### src/rtl/irq_sched_pkg.sv
// Shared types and width helpers for the IRQ pulse scheduler.
package irq_sched_pkg;

  typedef enum logic [1:0] {
    StIdle,
    StPulse,
    StGap
  } state_e;

  function automatic int unsigned src_w(input int unsigned num_src);
    return (num_src > 1) ? $clog2(num_src) : 1;
  endfunction

  function automatic int unsigned line_w(input int unsigned num_irq);
    return (num_irq > 1) ? $clog2(num_irq) : 1;
  endfunction

  // Counter only ever holds len-1 for the longer of the two phases.
  function automatic int unsigned cnt_w(input int unsigned pulse_len, input int unsigned gap_len);
    int unsigned m;
    m = (pulse_len > gap_len) ? pulse_len : gap_len;
    return (m > 1) ? $clog2(m) : 1;
  endfunction

endpackage

### src/rtl/prio_enc_lsb.sv
// Lowest-index-wins priority encoder with a valid flag.
module prio_enc_lsb #(
  parameter int unsigned Width = 8,
  parameter int unsigned IdxW  = (Width > 1) ? $clog2(Width) : 1
) (
  input  logic [Width-1:0] req_i,
  output logic             valid_o,
  output logic [IdxW-1:0]  idx_o
);

  assign valid_o = |req_i;

  always_comb begin
    idx_o = '0;
    for (int i = int'(Width) - 1; i >= 0; i--) begin
      if (req_i[i]) begin
        idx_o = IdxW'(i);
      end
    end
  end

endmodule

### src/rtl/irq_pulse_scheduler.sv
// Latches rising-edge events per source and serialises them as fixed-length IRQ pulses
// on a per-source CPU IRQ line, with a forced idle gap after every pulse.
module irq_pulse_scheduler
  import irq_sched_pkg::*;
#(
  parameter int unsigned NUM_SRC   = 8,
  parameter int unsigned NUM_IRQ   = 4,
  parameter int unsigned PULSE_LEN = 4,
  parameter int unsigned GAP_LEN   = 2
) (
  input  logic                                 clk,
  input  logic                                 rst_n,
  input  logic [NUM_SRC-1:0]                   src_i,
  input  logic [NUM_SRC-1:0]                   en_i,
  input  logic [NUM_SRC*line_w(NUM_IRQ)-1:0]   map_i,
  input  logic                                 ovf_clr_i,
  output logic [NUM_IRQ-1:0]                   irq_o,
  output logic [NUM_SRC-1:0]                   pending_o,
  output logic [NUM_SRC-1:0]                   ovf_o,
  output logic                                 busy_o,
  output logic [src_w(NUM_SRC)-1:0]            active_src_o
);

  localparam int unsigned SrcW  = src_w(NUM_SRC);
  localparam int unsigned LineW = line_w(NUM_IRQ);
  localparam int unsigned CntW  = cnt_w(PULSE_LEN, GAP_LEN);

  localparam logic [CntW-1:0] PulseLoad = CntW'(PULSE_LEN - 1);
  localparam logic [CntW-1:0] GapLoad   = (GAP_LEN > 0) ? CntW'(GAP_LEN - 1) : '0;

  logic [NUM_SRC-1:0] src_q;
  logic [NUM_SRC-1:0] pending_q, pending_d;
  logic [NUM_SRC-1:0] ovf_q, ovf_d;
  logic [NUM_SRC-1:0] rise;
  logic [NUM_SRC-1:0] eligible;
  logic [NUM_SRC-1:0] grant;

  state_e             state_q, state_d;
  logic [CntW-1:0]    cnt_q, cnt_d;
  logic [SrcW-1:0]    active_q, active_d;
  logic [NUM_IRQ-1:0] irq_q, irq_d;
  logic               busy_q, busy_d;

  logic               enc_valid;
  logic [SrcW-1:0]    enc_idx;
  logic [LineW-1:0]   sel_line;

  assign rise     = src_i & ~src_q & en_i;
  assign eligible = pending_q & en_i;

  prio_enc_lsb #(
    .Width (NUM_SRC),
    .IdxW  (SrcW)
  ) u_prio_enc (
    .req_i   (eligible),
    .valid_o (enc_valid),
    .idx_o   (enc_idx)
  );

  always_comb begin
    sel_line = '0;
    for (int i = 0; i < int'(NUM_SRC); i++) begin
      if (enc_idx == SrcW'(i)) begin
        sel_line = map_i[i*LineW +: LineW];
      end
    end
  end

  always_comb begin
    state_d  = state_q;
    cnt_d    = cnt_q;
    active_d = active_q;
    irq_d    = irq_q;
    grant    = '0;
    unique case (state_q)
      StIdle: begin
        if (enc_valid) begin
          for (int i = 0; i < int'(NUM_SRC); i++) begin
            grant[i] = (enc_idx == SrcW'(i));
          end
          // The line is captured here so later map_i changes cannot move a live pulse.
          for (int j = 0; j < int'(NUM_IRQ); j++) begin
            irq_d[j] = (sel_line == LineW'(j));
          end
          state_d  = StPulse;
          cnt_d    = PulseLoad;
          active_d = enc_idx;
        end
      end
      StPulse: begin
        if (cnt_q == '0) begin
          irq_d = '0;
          if (GAP_LEN == 0) begin
            state_d = StIdle;
          end else begin
            state_d = StGap;
            cnt_d   = GapLoad;
          end
        end else begin
          cnt_d = cnt_q - CntW'(1);
        end
      end
      StGap: begin
        if (cnt_q == '0) begin
          state_d = StIdle;
        end else begin
          cnt_d = cnt_q - CntW'(1);
        end
      end
      default: begin
        state_d = StIdle;
        irq_d   = '0;
      end
    endcase
    busy_d = (state_d != StIdle);
  end

  // A rise landing on the bit being granted re-arms it rather than counting as overflow.
  always_comb begin
    pending_d = (pending_q & ~grant) | rise;
    ovf_d     = (ovf_clr_i ? '0 : ovf_q) | (rise & pending_q & ~grant);
  end

  always_ff @(posedge clk or negedge rst_n) begin
    if (!rst_n) begin
      src_q     <= '0;
      pending_q <= '0;
      ovf_q     <= '0;
    end else begin
      src_q     <= src_i;
      pending_q <= pending_d;
      ovf_q     <= ovf_d;
    end
  end

  always_ff @(posedge clk or negedge rst_n) begin
    if (!rst_n) begin
      state_q  <= StIdle;
      cnt_q    <= '0;
      active_q <= '0;
      irq_q    <= '0;
      busy_q   <= 1'b0;
    end else begin
      state_q  <= state_d;
      cnt_q    <= cnt_d;
      active_q <= active_d;
      irq_q    <= irq_d;
      busy_q   <= busy_d;
    end
  end

  assign irq_o        = irq_q;
  assign pending_o    = pending_q;
  assign ovf_o        = ovf_q;
  assign busy_o       = busy_q;
  assign active_src_o = active_q;

endmodule

### config.mk
export PLATFORM = sky130hd
export DESIGN_NAME = irq_pulse_scheduler
export DESIGN_NICKNAME = d
export VERILOG_FILES = /design/src/rtl/irq_sched_pkg.sv /design/src/rtl/prio_enc_lsb.sv /design/src/rtl/irq_pulse_scheduler.sv
export SDC_FILE = /design/constraint.sdc
export NUM_CORES = 1
export LEC_CHECK = 0
export ABC_AREA = 1
export CAP_MARGIN = 20
export CORE_UTILIZATION = 46
export DETAILED_ROUTE_END_ITERATION = 16
export GPL_TIMING_DRIVEN = 0
export MAX_ROUTING_LAYER = met4
export PLACE_DENSITY = 0.88
export SLEW_MARGIN = 0
export SYNTH_ARGS = -nofsm -noshare
export SYNTH_HDL_FRONTEND = slang
export SYNTH_SLANG_ARGS = --single-unit
### constraint.sdc
create_clock -name clk -period 1.85 [get_ports clk]
set_input_delay 0.37 -clock clk [delete_from_list [all_inputs] [get_ports clk]]
set_output_delay 0.37 -clock clk [all_outputs]
set_load 0.1 [all_outputs]
==> qor.txt <==
CTS Sinks = 36
Distinct cells, synth = 30
TritonCTS clock tree = done
Dpl ws = -0.487 ns
Die Height = 65.6 um
Slew @ Worst Pin = 0.956 ns
Nets = 336
Cell Area, Synth = 1860 um2
Root Buffer = clkbuf_8
P_int = 2260 uW
Max clock buf depth = 2
DRT Pass-1 Iters = 4
P_leak = 0.00135 uW
Status = finished, violations left
CP Buf/Inv Count = 2
Routed WL = 5550 um
Ys flop type = dfrtp_1
Worst Path Max Fanout = 3
Synth Area in Adders = 0.0404
Setup Skew = 0.00879 ns
Fin cells = 344
Routed WL per cell = 16.1 um
Mapped Nets = 256
CP max-delay cell = dfrtp_4
GP Congestion = 0.831
Number of global-route vias before repair = 1846
Cell Rows = 22
Post-synthesis mux area share = 0
Max IR drop VDD = 1.29 mV
Gr usage total = 0.254
Layout cells sized above 1 = 0.324
Period utilization = 1.15
Flop and latch count out of synthesis = 36
Largest family of logic cells by synthesized area = simple AND/OR/NAND/NOR gates
# Max-Cap Violations = 0
GR Overflow Total = 0
CP required = 2.03 ns
Period minus WS final = 2.12 ns
Power, Total = 5130 uW
Post-synth EDFFs = 0
Setup_tns = -1.29 ns
Worst path cell trace = nand2_4, inv_2, nand2_2, nand2_1, nand2_1, nand2_1, nand2_2, nand2_4, nand4_1, buf_4, o21ai_2, o21bai_1, nand4_1, nand3_1, nand2_1
YS warnings = 0
Max frequency = 471 MHz
Sw Share = 0.560
Layout area overhead = 49.4%
Mapped Cells = 215
Number of I/O pins = 59
XOR/XNOR Fraction of Synth Area = 0
Failing checks = setup timing
Cts bufs inserted = 5
PortBufs = 57
Vias = 1900
Largest net degree at the start of global routing = 37
Synth Area in Compound Gates = 0.102
H-tree Lvls = 2
Worst Path Arrival = 2.30 ns
Post-layout util = 0.736
Starting density of the core = 0.493
Clock-pin slew on the worst setup and hold paths = 0.07 ns
Initial antenna violation count = 0
Psw = 2870 uW
Sequential share of the synthesized area = 0.485
Unrepaired setup endpoints after global routing = yes
Placed cells = 320
Hold Vio Cnt, Final = 0
Cell family with most CP delay = simple AND/OR/NAND/NOR gates
Critical path capture point type = flip-flop
Sequential share of power = 0.240
Relative slew slack = 0.365
Largest stage delay on the critical path = 0.50 ns
Die area = 4300 um2
Via density = 5.52
Initial drt markers = 219
# DRC = 0
Syn avg cell area = 8.64 um2
First-pass GRT wire length = 7900 um
Post-route ant nets = 0
Comb power frac = 0.655
Chip Width = 65.6 um
Clock share of power = 0.105
Most used cell, CP = nand2_1
CP Launch Type = flip-flop
Async SR Flop Fraction = 1.00
Simple-gate share of the synthesized area = 0.300
Ant diodes = 0
Slew Viols, Final = 0
DP HPWL = 3350 um
Clk_lat worst skew = 0.29 ns
Hold/Removal Path Class = in2async
Core area = 3770 um2
Power Density = 1850 nW/um2
Post-route setup slack = -0.273 ns
Setup violations, final = 10
Crit Path Class = reg2reg
power groups by stage:
stage                     sequential [uW]  combinational [uW]  clock, uW
after detailed placement             1220                2960          0
after global routing                 1250                3540        579
final                                1230                3360        540
after CTS                            1210                3060        547
after global placement               1210                2910          0
after floorplan                      2390                1100          0
layout by cell type (no fill, tap or decap), types with 4 or more instances in the layout:
cell,count
dlygate4sd2_1,5
buf_4,12
clkbuf_2,14
o22ai_1,8
ha_1,6
dfrtp_1,28
nand4_1,10
inv_1,28
inv_2,4
dfrtp_4,8
o21ai_0,9
nor2_1,8
nor2_2,6
nand3_1,7
nand2_4,9
nand2_2,9
nand3_2,5
clkbuf_8,5
clkdlybuf4s15_2,8
nand3b_1,7
nand2_1,42
clkdlybuf4s50_1,24
final cells by class:
class / instances / area, um2
inverters: 32 / 120
flip-flops and latches: 36 / 931
plain buffers: 2 / 15.0
fillers: 264 / 995
clock inverters: 2 / 12.5
well taps: 48 / 60.1
multi-input cells: 146 / 932
clock buffers: 6 / 72.6
repair buffers: 72 / 633
flip-flops by register name (all words and copies together), names as in the netlist:
signal	cells
active_src_o	3
busy_o	1
cnt_q	2
irq_o	4
ovf_o	8
pending_o	8
src_q	8
state_q	2
per-stage QoR:
step / instance area, um2 / hold slack [ns]
after floorplan: 1900 / 0.0744
after CTS: 2710 / 0.176
final: 2780 / 0.159
after detailed placement: 2530 / 0.470
after global routing: 2780 / 0.218
after global placement: 2530 / 0.468
worst paths after layout:
path / startpoint / to / slack, ns / cells after the start
setup / recovery: pending_o[7] / irq_o[2] / -0.27 / 15
hold / removal: rst_n / src_q[6] / 0.16 / 1
setup reg to reg: pending_o[7] / irq_o[2] / -0.27 / 15
hold reg to reg: irq_o[2] / irq_o[2] / 0.48 / 2
max in group asynchronous: rst_n / pending_o[1] / 1.12 / 1
min in group clk: en_i[1] / pending_o[1] / 0.45 / 3
repair_timing:
| item | in CTS | in global routing |
|---|---|---|
| setup endpoints to repair | 30 | 27 |
| gates resized for setup | 71 | 34 |
| gates cloned | 2 | 0 |
| setup buffers | 6 | 8 |
| pin swaps | 9 | 18 |
| hold buffers | 0 | 0 |
routing by layer:
layer / routed length (um) / up-vias / track usage / share of wire
li1: - / 869 / - / -
met1: 2160 / 904 / 0.289 / 0.39
met2: 2820 / 102 / 0.419 / 0.51
met3: 374 / 25 / 0.0625 / 0.067
met4: 195 / 0 / 0.120 / 0.035
met5: 0 / - / - / 0
synthesized netlist by cell type, types with 3 or more instances:
library cell | count | area share
a21oi_1 | 3 | 0.0081
nand4_1 | 10 | 0.034
nand2_1 | 48 | 0.097
nor2_2 | 3 | 0.010
nand3_1 | 9 | 0.024
o22ai_1 | 8 | 0.027
dfrtp_1 | 36 | 0.48
nand3_2 | 3 | 0.016
nand2_2 | 10 | 0.034
inv_1 | 30 | 0.061
nand3b_1 | 7 | 0.028
nor2_1 | 12 | 0.024
o21ai_0 | 11 | 0.030
ha_1 | 6 | 0.040
logic make-up after synthesis:
logic type | after synthesis
adder cells (fa/ha/maj) | 6
AND/OR/NAND/NOR | 109
buffers and inverters | 34
flip-flops | 36
AO/OA/AOI/OAI | 30
worst register-to-register path, cell delays in order, from the launching register on:
cell and delay (ns):
dfrtp_4 0.50, nand2_4 0.07, inv_2 0.04, nand2_2 0.07
nand2_1 0.07, nand2_1 0.07, nand2_1 0.06, nand2_2 0.10
nand2_4 0.08, nand4_1 0.20, buf_4 0.16, o21ai_2 0.05
o21bai_1 0.20, nand4_1 0.17, nand3_1 0.12, nand2_1 0.06
Note: power is estimated with default switching activity, not from simulation.
